**config.mk**
```make
export PLATFORM = sky130hd
export DESIGN_NAME = rotary_commit_flat
export DESIGN_NICKNAME = d
export VERILOG_FILES = /design/src/rtl/rotary_commit_if.sv /design/src/rtl/rotary_commit.sv /design/src/flat_wrapper.sv
export SDC_FILE = /design/constraint.sdc
export NUM_CORES = 1
export LEC_CHECK = 0
export CAP_MARGIN = 20
export CORE_ASPECT_RATIO = 0.9
export CORE_UTILIZATION = 35
export DETAILED_ROUTE_END_ITERATION = 16
export HOLD_SLACK_MARGIN = 0.03
export PLACE_DENSITY = 0.62
export SETUP_SLACK_MARGIN = 0.5
export SLEW_MARGIN = 20
export SYNTH_ARGS = -nofsm -noshare
export SYNTH_HDL_FRONTEND = slang
export SYNTH_SLANG_ARGS = --single-unit
```
**constraint.sdc**
```tcl
create_clock -name clk_i -period 1.9 [get_ports clk_i]
set_input_delay 0.19 -clock clk_i [delete_from_list [all_inputs] [get_ports clk_i]]
set_output_delay 0.19 -clock clk_i [all_outputs]
set_load 0.005 [all_outputs]
```
**src/rtl/rotary_commit_if.sv**
```systemverilog
// rotary_commit_if: groups the input-side and video-side signals of the
// frame-synchronous commit stage.
//   counter_i  position from the rotary counter (W bits)
//   vs_i       vertical sync level, active-high
//   value_o    committed setting (W bits)
//   changed_o  one-cycle strobe when value_o takes a new value
//   osd_o      on-screen-display enable
// The master modport is the stimulus/input side, the slave modport is the
// commit stage itself.
interface rotary_commit_if #(
    parameter int W = 4
) ();
    logic [W-1:0] counter_i;
    logic         vs_i;
    logic [W-1:0] value_o;
    logic         changed_o;
    logic         osd_o;

    modport master (
        output counter_i,
        output vs_i,
        input  value_o,
        input  changed_o,
        input  osd_o
    );

    modport slave (
        input  counter_i,
        input  vs_i,
        output value_o,
        output changed_o,
        output osd_o
    );
endinterface

```
**src/rtl/rotary_commit.sv**
```systemverilog
// rotary_commit: takes the free-running rotary position, waits until it has
// been constant for SETTLE cycles, and applies it to value_o only on the
// next vertical-sync rising edge so a setting never changes mid-frame.
// A one-cycle changed_o strobe marks each commit and osd_o stays high for
// HOLD_FRAMES frames after the latest commit.
// Ports:
//   clk_i  the only clock
//   rst_i  synchronous, active-high reset
//   bus    rotary_commit_if.slave (counter_i, vs_i in; value_o, changed_o,
//          osd_o out, all registered)
module rotary_commit #(
    parameter int W           = 4,
    parameter int INIT        = 0,
    parameter int SETTLE      = 1000,
    parameter int HOLD_FRAMES = 60
) (
    input  logic                clk_i,
    input  logic                rst_i,
    rotary_commit_if.slave      bus
);
    // SETTLE is limited to 2^20-1, so 20 bits always hold the saturated count.
    localparam int             CW       = 20;
    localparam logic [CW-1:0]  SETTLE_C = CW'(SETTLE);
    localparam logic [7:0]     HOLD_C   = 8'(HOLD_FRAMES);
    localparam logic [W-1:0]   INIT_C   = W'(INIT);

    typedef enum logic [1:0] {
        S_IDLE     = 2'd0,
        S_SETTLING = 2'd1,
        S_PENDING  = 2'd2
    } state_t;

    state_t        state_q;
    logic [W-1:0]  cin_q;
    logic [W-1:0]  pend_q;
    logic [W-1:0]  value_q;
    logic          changed_q;
    logic          osd_q;
    logic          vs_q;
    logic [CW-1:0] stab_q;
    logic [CW-1:0] stab_d;
    logic [7:0]    osd_cnt_q;
    logic [7:0]    osd_cnt_d;

    logic          vs_edge_s;
    logic          in_change_s;
    logic          stable_s;
    logic          commit_s;

    assign bus.value_o   = value_q;
    assign bus.changed_o = changed_q;
    assign bus.osd_o     = osd_q;

    // Edge detect, input-change detect and next values of the two counters.
    always_comb begin
        vs_edge_s   = bus.vs_i & ~vs_q;
        in_change_s = (bus.counter_i != cin_q);
        stable_s    = (stab_q == SETTLE_C);
        commit_s    = (state_q == S_PENDING) && vs_edge_s;

        stab_d = stab_q;
        if (in_change_s) begin
            stab_d = {CW{1'b0}};
        end else if (stable_s) begin
            stab_d = stab_q;
        end else begin
            stab_d = stab_q + CW'(1);
        end

        // A commit always reloads (retriggers); otherwise one frame is
        // consumed per vsync edge until the counter reaches zero.
        osd_cnt_d = osd_cnt_q;
        if (commit_s) begin
            osd_cnt_d = HOLD_C;
        end else if (vs_edge_s && (osd_cnt_q != 8'd0)) begin
            osd_cnt_d = osd_cnt_q - 8'd1;
        end else begin
            osd_cnt_d = osd_cnt_q;
        end
    end

    // Commit FSM together with all state and registered outputs.
    always_ff @(posedge clk_i) begin
        if (rst_i) begin
            state_q   <= S_IDLE;
            cin_q     <= INIT_C;
            pend_q    <= INIT_C;
            value_q   <= INIT_C;
            changed_q <= 1'b0;
            osd_q     <= 1'b0;
            osd_cnt_q <= 8'd0;
            stab_q    <= {CW{1'b0}};
            // Treat vsync as already high so a level present at reset
            // release is not mistaken for a rising edge.
            vs_q      <= 1'b1;
        end else begin
            cin_q     <= bus.counter_i;
            vs_q      <= bus.vs_i;
            stab_q    <= stab_d;
            osd_cnt_q <= osd_cnt_d;
            osd_q     <= (osd_cnt_d != 8'd0);
            changed_q <= 1'b0;

            case (state_q)
                S_IDLE: begin
                    if (in_change_s) begin
                        state_q <= S_SETTLING;
                    end else begin
                        state_q <= S_IDLE;
                    end
                end
                S_SETTLING: begin
                    if (stable_s) begin
                        if (cin_q != value_q) begin
                            pend_q  <= cin_q;
                            state_q <= S_PENDING;
                        end else begin
                            // Input was moved and returned: nothing to apply.
                            state_q <= S_IDLE;
                        end
                    end else begin
                        state_q <= S_SETTLING;
                    end
                end
                S_PENDING: begin
                    if (vs_edge_s) begin
                        value_q   <= pend_q;
                        changed_q <= 1'b1;
                        state_q   <= S_IDLE;
                    end else if (in_change_s) begin
                        // Input moved again; the next settled value replaces
                        // this one, so the current pend_q is never applied
                        // unless the input settles back on it.
                        state_q <= S_SETTLING;
                    end else begin
                        state_q <= S_PENDING;
                    end
                end
                default: begin
                    state_q <= S_IDLE;
                end
            endcase
        end
    end
endmodule

```
**src/flat_wrapper.sv**
```systemverilog
// flat-port wrapper written by rule: the top's interface ports become plain ports
module rotary_commit_flat 
#(
    parameter int W           = 4,
    parameter int INIT        = 0,
    parameter int SETTLE      = 1000,
    parameter int HOLD_FRAMES = 60
)
  (clk_i, rst_i, bus_counter_i, bus_vs_i, bus_value_o, bus_changed_o, bus_osd_o);
  rotary_commit_if #(.W(W)) bus_i ();
  input  logic clk_i;
  input  logic rst_i;
  input wire logic [$bits(bus_i.counter_i)-1:0] bus_counter_i;
  input wire logic [$bits(bus_i.vs_i)-1:0] bus_vs_i;
  output wire logic [$bits(bus_i.value_o)-1:0] bus_value_o;
  output wire logic [$bits(bus_i.changed_o)-1:0] bus_changed_o;
  output wire logic [$bits(bus_i.osd_o)-1:0] bus_osd_o;
  assign bus_i.counter_i = bus_counter_i;
  assign bus_i.vs_i = bus_vs_i;
  assign bus_value_o = bus_i.value_o;
  assign bus_changed_o = bus_i.changed_o;
  assign bus_osd_o = bus_i.osd_o;
  rotary_commit #(.W(W), .INIT(INIT), .SETTLE(SETTLE), .HOLD_FRAMES(HOLD_FRAMES)) u_core (.clk_i(clk_i), .rst_i(rst_i), .bus(bus_i));
endmodule
```
## After elaboration in Yosys (flattened, before gate mapping)

Index checks and enable logic that the tools add are counted.

- Register bits: 45
- Input port bits: 7
- Output and inout port bits: 6

- $add $sub $neg: 2
- Equality and inequality tests: 5
- Muxes and demuxes: 9
- Bitwise operators: 3
- Reductions and logical operators: 9

Operators with widths:

| kind | count |
|---|---|
| adder 20 x 1 -> 20 bit, second input constant | 1 |
| equality test 20 x 10 -> 1 bit, second input constant | 1 |
| 2-to-1 mux 8 bit | 2 |
| nonzero test 8 bit | 2 |
| 2-to-1 mux 2 bit | 4 |
| != test 4 bit | 2 |
| subtractor 8 x 1 -> 8 bit, second input constant | 1 |
| one-hot mux 2 bit (3 select lines) | 1 |
| OR reduction 2 bit | 2 |
| AND reduction 3 bit | 1 |
| equality test 2 x 1 -> 1 bit, second input constant | 1 |
| equality test 2 bit, second input constant | 1 |
| logical AND 1 bit | 2 |
| logical NOT 2 bit | 1 |
| 2-to-1 mux 1 bit | 2 |
| inverter 1 bit | 2 |
| AND reduction 2 bit | 1 |
| AND 1 bit | 1 |

## Logic depth before layout (Yosys ltp)

Gate-level depths: netlist of run 1.

- Depth after elaboration: 6
- Gate-level depth with buffers: 8
- Gate-level depth less buffers: 7

## Least setup slack after synthesis of run 1

Ideal clock, no wire load.

- Path kind: register to register
- From: reg u_core.osd_cnt_q[0]
- To: reg u_core.osd_q, in the netlist u_core.bus.osd_o
- Setup time: 0.126 ns
- Arrival time: 1.702 ns
- Slack: 0.071 ns
- Cell stages (with the launch flop): 9
- Buffers on the path: 1
- Period minus slack after synthesis: 1.829 ns
- Path through: dfxtp_1 inv_1 ha_1 nor3b_1 a31o_2 buf_2 o31ai_1 o311ai_0 o2bb2ai_2

- Longest elaborated chain between the ends: 5
- Elaborated cells between the ends (all ways): 6
- Those cells by class: add/sub: 1; mux: 2; reduce/logical: 3

RTL lines:

| what | RTL line | source |
|---|---|---|
| from (decl) | rotary_commit.sv:42 | `logic [7:0] osd_cnt_q;` |
| from (signal assigned) | rotary_commit.sv:100 | `osd_cnt_q <= osd_cnt_d;` |
| parallel branches: the longest is 2 deep, another holds subtractor 8 x 1 -> 8 bit | - |  |
| 2-to-1 mux 8 bit * | rotary_commit.sv:75 | `end else if (vs_edge_s && (osd_cnt_q != 8'd0)) begin` |
| 2-to-1 mux 8 bit * | rotary_commit.sv:73 | `if (commit_s) begin` |
| nonzero test 8 bit * | rotary_commit.sv:101 | `osd_q <= (osd_cnt_d != 8'd0);` |
| to (signal assigned) | rotary_commit.sv:101 |  |
| to (decl) | rotary_commit.sv:38 | `logic osd_q;` |

Every way passes the cells marked *.
A chain may end at the register's enable or synchronous reset.

## Worst setup path in the final report of run 1

- From: reg u_core.osd_cnt_q[3]
- To: reg u_core.osd_q, in the netlist u_core.bus.osd_o

Same word-level chain as after synthesis.

==> metrics.csv, run 1 <==
metric;value;unit
p_per_area;625;nW/um2
grt_pass1_wl;8.79;mm
fp.dieArea;6530;um2
track_usage;16.8;%
cp.arrival;1830;ps
io_pins;13;
cp-start-kind;register;
fillCellCount;507;
ff2ff_setup_slack;260;ps
syn_inst;243;
maxCapViolCount;0;
clk_latency;300;ps
core-area;5820;um2
slew_viol_final;0;
irDropWorstVdd;0.409;mV
finalSetupViolCount;0;
final_nets;310;
hold_viol;0;
clock_sinks;45;
area_growth;48.7;%
run_status;completed;
yosysWarnings;0;
cp_max_fo;4;
min_path_type;register to register;
ys_seq_area_share;41.4;%
grt_start_max_net_pins;22;
wirelength;5.28;mm
vias;1885;
grt_pass1_vias;1886;
start_util;37.3;%
synthArstFlopShare;0;%
ant_nets;0;
clk_path_buf_depth;2;
grt.overflow.total;0;
root_buffer;clkbuf_8;
clkTransAtPathRegs;90;ps
total_leakage_power;1.22;nW
period_needed;1640;ps
worst_slew_margin_rel;72.7;%
dr.pass1.iters;4;
multiInputGateArea;1540;um2
port-buffer-count;12;
synth_fp_nets;254;
rsz0062_at_grt;yes;
syn_avg_cell_area;8.95;um2
synth_seq_cells;45;
whs;447;ps
crit_type;register to register;
place_hpwl;3.12;mm
worstMarginPinSlew;405;ps
synth_cell_types;42;
cts_tree;built;
fmax;0.610;GHz
ys.flop_type;dfxtp_1;
skew;7.58;ps
antenna_found_initial;0;
drc;0;
vias_per_cell;5.09;
synth_edf_count;0;
seq_area;967;um2
rows;26;
cp-end-kind;register;
cts-buffers-inserted;5;
hold_buffers;0;
chipWidth;85.1;um
critical_path_required;2090;ps
period_share;86.3;%
finalSetupTns;0;ps
h-tree-depth;2;
routedWlPerCell;14.3;um
drive_above_1_share;45.3;%
fp.dieH;76.8;um
num_antenna_cells;0;
gp_congestion;0.815;
synth_area;2170;um2
initialDrtViolationCount;77;
-- logic make-up (layout without fill, tap and decap cells) --
| group | Yosys count | after routing | share of synthesized area, % |
|---|---|---|---|
| and+or+nand+nor | 115 | 115 | 29.2 |
| DFF | 45 | 45 | 41.4 |
| xor gates and xnor gates | 32 | 32 | 12.9 |
| AOI/OAI and AO/OA | 25 | 25 | 8.06 |
| buffers and inverters | 16 | 73 | 3.40 |
| muxes | 6 | 6 | 2.76 |
| adders and majority gates | 4 | 4 | 2.30 |
-- synthesized netlist by cell type, types with 2 or more instances --
library cell / count / area share (%)
nand2b_1: 3 / 0.86
nor4bb_1: 2 / 0.92
nor3_2: 3 / 1.4
nor2_1: 37 / 6.4
nor2b_1: 6 / 1.7
ha_1: 4 / 2.3
nor4_2: 2 / 1.2
or2_2: 2 / 0.58
inv_1: 7 / 1.2
buf_2: 2 / 0.46
a21oi_1: 13 / 3.0
clkbuf_1: 5 / 0.86
nand3_1: 10 / 2.3
nor4_4: 2 / 2.0
or2_1: 2 / 0.58
and3_1: 6 / 1.7
mux2i_1: 6 / 2.8
nand2_1: 18 / 3.1
xnor2_1: 13 / 5.2
nor3_1: 8 / 1.8
dfxtp_1: 45 / 41
nand4_1: 4 / 1.2
o31ai_1: 3 / 1.0
nor4_1: 4 / 1.2
xor2_1: 19 / 7.7
-- worst paths after layout --
| path | startpoint | end | depth (start not counted) |
|---|---|---|---|
| setup / recovery | u_core.osd_cnt_q[3] | u_core.bus.osd_o | 5 |
| hold / removal | u_core.pend_q[1] | u_core.bus.value_o[1] | 2 |
| setup reg to reg | u_core.osd_cnt_q[3] | u_core.bus.osd_o | 5 |
| hold reg to reg | u_core.pend_q[1] | u_core.bus.value_o[1] | 2 |
-- placed cells by master (no fill, tap or decap), types with 5 or more instances in the layout --
cell type and n:
mux2i_1 6, nor4_4 6, clkdlybuf4s50_1 12, nand3_1 7
clkbuf_8 5, dfxtp_2 17, nand2_1 15, nor2_1 30
dfxtp_1 16, a21oi_1 10, xnor2_1 10, inv_1 5
dfxtp_4 12, buf_4 38, and3_1 5, buf_6 8
nor2b_1 6, xor2_1 19
-- layout make-up --
type                       instances  area share [%]
clock buffer                       6            2.24
multi-input combinational        182            47.6
timing repair buffer              58            15.3
sequential                        45            29.9
clock inverter                     2            1.20
tap                               70            2.71
inverter                           7            1.04
-- power by group --
part	switching, W	internal [W]	total (W)	leakage [nW]
Combinational	0.000141	0.000160	0.000301	0.784
Sequential	0.0000264	0.000952	0.000978	0.382
Clock	0.000347	0.000395	0.000742	0.0554
-- worst max-delay path, cell delays in order, from the launching register on --
cell	delay (ps)
dfxtp_4	370
or4_4	560
o21a_1	210
nor3_2	130
o2111a_1	210
o2bb2ai_2	50
-- repair_timing --
item | 4_1_cts | 5_1_grt
endpoints found under the setup margin | 36 | 38
setup buffers | 26 | 8
resized for setup | 55 | 42
pin swaps | 22 | 26
-- stage by stage --
stage | instance area (um2) | setup slack, ps | utilization (%) | power [W] | instances
detailed placement | 2500 | 127 | 42.9 | 0.00123 | 328
floorplan | 2260 | 260 | - | 0.00117 | 243
global route | 3230 | 204 | 55.5 | 0.00210 | 370
global placement | 2500 | 164 | 42.9 | 0.00122 | 328
CTS | 3000 | 271 | 51.5 | 0.00202 | 362
finish | 3230 | 261 | 55.5 | 0.00202 | 370
-- sequential cells by signal, indices dropped and copies added (netlist names) --
register	count
u_core.stab_q	20
u_core.osd_cnt_q	8
u_core.bus.value_o	4
u_core.cin_q	4
u_core.pend_q	4
u_core.state_q	2
u_core.bus.changed_o	1
u_core.bus.osd_o	1
u_core.vs_q	1
-- routing by layer --
metal,part of all wire (%),up-vias,track usage (%)
li1,-,946,-
met1,47,897,22.3
met2,48,35,27.6
met3,3.4,7,2.69
met4,1.5,0,6.10
met5,0,-,0
(Power assumes the default switching activity.)
==> run 2: changes to the inputs <==
--- a/config.mk
+++ b/config.mk
@@ -8,6 +8,7 @@
 export CAP_MARGIN = 20
 export CORE_ASPECT_RATIO = 0.9
 export CORE_UTILIZATION = 35
+export CTS_BUF_LIST = sky130_fd_sc_hd__clkbuf_4
 export DETAILED_ROUTE_END_ITERATION = 16
 export HOLD_SLACK_MARGIN = 0.03
 export PLACE_DENSITY = 0.62
==> metrics.csv, run 2 (synthesis results as in run 1) <==
metric;value;unit
run_status;completed;
grt_pass1_wl;8.42;mm
final_nets;308;
track_usage;16.0;%
rows;26;
area_growth;43.8;%
stdcell_count;368;
skew;12.5;ps
num_antenna_cells;0;
slew_viol_final;0;
io_pins;13;
wirelength;5.06;mm
grt_start_max_net_pins;22;
fp.dieArea;6530;um2
critPathBufInv;0;
drive_above_1_share;42.3;%
cp_max_fo;4;
cp.arrival;2000;ps
dp_cells;328;
cp_slowest_stage_delay;560;ps
crit_type;register to register;
vias_per_cell;5.04;
clk_latency;370;ps
maxCapViolCount;0;
grt.overflow.total;0;
dr.pass1.iters;4;
ant_nets;0;
design_area;3130;um2
worst_slew_margin_rel;72.5;%
fmax;0.590;GHz
hold_viol;0;
period_needed;1700;ps
cp.depth;5;
grt_pass1_vias;1832;
min_path_type;primary input to register;
drc;0;
p_per_area;603;nW/um2
fp.dieH;76.8;um
largest_reg_flops;20;
h-tree-depth;2;
crit_path_cell_trace;or4_4 > nor4_4 > nor3_2 > o2111a_1 > o2bb2ai_2;
mostFrequentLayoutCells;nor2_1, buf_4, xor2_1, dfxtp_2, nand2_1;
root_buffer;clkbuf_4;
routedWlPerCell;13.8;um
cts-buffers-inserted;5;
vias;1853;
postPlaceCellArea;2500;um2
clk_path_buf_depth;2;
port-buffer-count;12;
core-area;5820;um2
gp_congestion;0.815;
cts_tree;built;
crit_slowest_cell;or4_4;
top_regs;u_core.stab_q x20, u_core.osd_cnt_q x8;
cp-start-kind;register;
finalSetupViolCount;0;
worstMarginPinSlew;408;ps
total_leakage_power;1.23;nW
irDropWorstVdd;0.355;mV
largest-register;u_core.stab_q;
cp-end-kind;register;
clkTransAtPathRegs;130;ps
place_hpwl;3.12;mm
clock_sinks;45;
critical_path_required;2210;ps
start_util;37.3;%
period_share;89.2;%
min_path_cells;2;
rsz0062_at_grt;yes;
rr_worst_depth;5;
initialDrtViolationCount;86;
whs;402;ps
chipWidth;85.1;um
crit_family;simple AND/OR/NAND/NOR gates;
antenna_found_initial;0;
finalSetupTns;0;ps
[run 2: cell count changes in the layout (fill, tap and decap cells not counted), moves of 3 or more]
cell	previous run	this run
nor2_4	4	1
clkbuf_4	0	6
clkdlybuf4s50_1	12	7
nor2_1	30	36
dlygate4sd2_1	0	4
clkbuf_8	5	0
nor2_2	3	0
[run 2: what timing repair did]
item | in CTS | in global routing
hold buffers | 0 | 0
buffers inserted | 23 | 9
hold endpoints to repair | 0 | 0
setup endpoints to repair | 40 | 37
gates resized for setup | 53 | 33
pin swaps | 16 | 26
[run 2: final cells by class]
class                           instances  area (um2)
Clock buffer                            6        45.0
Clock inverter                          2        38.8
Fill cell                             529        2700
Inverter                                7        31.3
Multi-Input combinational cell        182        1480
Sequential cell                        45         966
Tap cell                               70        87.6
Timing Repair Buffer                   56         478
[run 2: per-stage QoR]
stage	total power [W]	worst slack (ps)	util, %
after global placement	0.00122	164	42.9
after global routing	0.00197	160	53.7
after CTS	0.00189	261	50.0
after floorplan	0.00117	260	-
after detailed placement	0.00123	127	42.9
final	0.00189	204	53.7
[run 2: where the power goes]
part / leakage, nW / total (W) / internal (W) / switching, W
logic: 0.802 / 0.000284 / 0.000153 / 0.000131
registers: 0.382 / 0.000980 / 0.000954 / 0.0000256
clock network: 0.0459 / 0.000623 / 0.000295 / 0.000328
total: 1.23 / 0.00189 / 0.00140 / 0.000485
[run 2: per-layer routing]
layer	track usage, %	part of all wire [%]	vias to the layer above	wire length [um]
met1	21.6	49	874	2480
li1	-	-	942	-
met3	2.69	2.8	5	144
met2	25.8	47	32	2360
met4	5.59	1.5	0	74
met5	0	0	-	0
[run 2: worst paths after layout]
check | start | end | slack [ps]
worst min-delay path | bus_counter_i[2] | u_core.cin_q[2] | 400
worst max register to register | u_core.osd_cnt_q[3] | u_core.bus.osd_o | 200
worst max-delay path | u_core.osd_cnt_q[3] | u_core.bus.osd_o | 200
worst min register to register | u_core.pend_q[1] | u_core.bus.value_o[1] | 450
==> run 3: changes to the inputs <==
--- a/config.mk
+++ b/config.mk
@@ -12,6 +12,7 @@
 export DETAILED_ROUTE_END_ITERATION = 16
 export HOLD_SLACK_MARGIN = 0.03
 export PLACE_DENSITY = 0.62
+export REMOVE_ABC_BUFFERS = 1
 export SETUP_SLACK_MARGIN = 0.5
 export SLEW_MARGIN = 20
 export SYNTH_ARGS = -nofsm -noshare
==> constraint.sdc (replaced) <==
create_clock -name clk_i -period 1.54 [get_ports clk_i]
set_input_delay 0.154 -clock clk_i [delete_from_list [all_inputs] [get_ports clk_i]]
set_output_delay 0.154 -clock clk_i [all_outputs]
set_load 0.005 [all_outputs]
==> metrics.csv, run 3 (synthesis results as in run 1) <==
metric;value;unit
clk_path_buf_depth;2;
area_growth;70.9;%
io_pins;13;
cp_max_fo;4;
worstMarginPinSlew;399;ps
hold_buffers;0;
period_share;109;%
initialDrtViolationCount;97;
clock_sinks;45;
violations;setup timing;
grt.overflow.total;0;
top_regs;u_core.stab_q x20, u_core.osd_cnt_q x8;
clkTransAtPathRegs;150;ps
run_status;complete, but fails checks;
rows;26;
cp_slowest_stage_delay;350;ps
p_switching;0.000650;W
track_usage;18.2;%
setup_slack;-137;ps
place_hpwl;3.67;mm
gp_congestion;0.877;
largest-register;u_core.stab_q;
irDropWorstVdd;0.295;mV
drive_above_1_share;61.0;%
maxCapViolCount;0;
ant_nets;0;
p_per_area;657;nW/um2
antenna_found_initial;0;
crit_family;simple AND/OR/NAND/NOR gates;
skew;24.2;ps
holdCritStartpoint;bus_vs_i;
crit_path_cell_trace;buf_6 > xor2_2 > nor4_2 > buf_4 > nand2b_4 > or2_4 > nor2_2;
cts_tree;built;
grt_pass1_vias;2051;
met3WireLength;128;um
p_sw_share;26.6;%
port-buffer-count;12;
largest_reg_flops;20;
min_path_type;primary input to register;
critPathBufInv;2;
cp-start-kind;register;
hold_viol;0;
mostFrequentLayoutCells;buf_4, buf_6, dfxtp_2;
slew_viol_final;0;
finalSetupViolCount;25;
fmax;0.596;GHz
fp.dieH;76.8;um
pwr-share-seq;49.7;%
rsz0062_at_grt;yes;
vias_per_cell;5.00;
start_util;37.3;%
power_frac_comb;18.4;%
final_util;63.8;%
fp.dieArea;6530;um2
cp-end-kind;register;
root_buffer;clkbuf_4;
cts-buffers-inserted;5;
h-tree-depth;2;
wl_met1;2.74;mm
period_needed;1680;ps
clk_latency;380;ps
highest_layer;met4;
reg2reg_from;u_core.cin_q[1];
crit_slowest_cell;dfxtp_2;
drc;0;
wirelength;6.21;mm
startpoint;u_core.cin_q[1];
grt_start_max_net_pins;15;
critical_path_required;1860;ps
power.internal;0.00179;W
dr.pass1.iters;4;
worst_slew_margin_rel;73.0;%
clkPwrFrac;31.9;%
final_nets;351;
routedWlPerCell;15.1;um
wl_met2;3.25;mm
vias;2054;
cp.arrival;2000;ps
final_common_cell;buf_4;
grt_pass1_wl;9.35;mm
core-area;5820;um2
chipWidth;85.1;um
finalSetupTns;-1330;ps
fillCellCount;430;
crit_type;register to register;
total_leakage_power;1.45;nW
num_antenna_cells;0;
run 3: final timing paths:
| kind | slack [ps] | to | cells after the start |
|---|---|---|---|
| min reg2reg | 450 | u_core.bus.value_o[1] | 2 |
| min | 200 | u_core.vs_q | 2 |
| max | -140 | u_core.stab_q[19] | 7 |
| max reg2reg | -140 | u_core.stab_q[19] | 7 |
run 3: per-stage QoR:
step	std cells	hold slack (ps)	setup slack (ps)	instance area [um2]	power, W
2_1_floorplan	234	223	-193	2130	0.00139
3_5_place_dp	386	443	-306	2870	0.00155
4_1_cts	399	211	-73.8	3390	0.00240
5_1_grt	411	209	-182	3720	0.00254
3_3_place_gp	386	439	-263	2870	0.00155
6_report	411	200	-137	3720	0.00244
run 3: cell type report:
type                            count  area (um2)  area share, %
Clock buffer                        6        45.0           1.21
Clock inverter                      2        38.8           1.04
Inverter                            7        28.8          0.774
Multi-Input combinational cell    182        1680           45.2
Sequential cell                    45         943           25.4
Tap cell                           70        87.6           2.36
Timing Repair Buffer               99         895           24.1
run 3: power by group through the flow:
stage	sequential, W	clock [W]	combinational, W
after floorplan	0.00124	0	0.000154
after global placement	0.00124	0	0.000315
after detailed placement	0.00124	0	0.000319
after CTS	0.00121	0.000791	0.000399
after global routing	0.00122	0.000842	0.000481
final	0.00121	0.000780	0.000449
run 3: per-layer routing:
| metal | vias up | track usage, % |
|---|---|---|
| met5 | - | 0 |
| met2 | 22 | 31.6 |
| li1 | 1032 | - |
| met1 | 991 | 22.1 |
| met4 | 0 | 6.44 |
| met3 | 9 | 3.98 |
run 3: what timing repair did:
item | in CTS | in global routing
endpoints found under the setup margin | 46 | 44
pin swaps | 34 | 28
resized for setup | 127 | 59
gates cloned | 1 | 0
setup buffers | 4 | 12
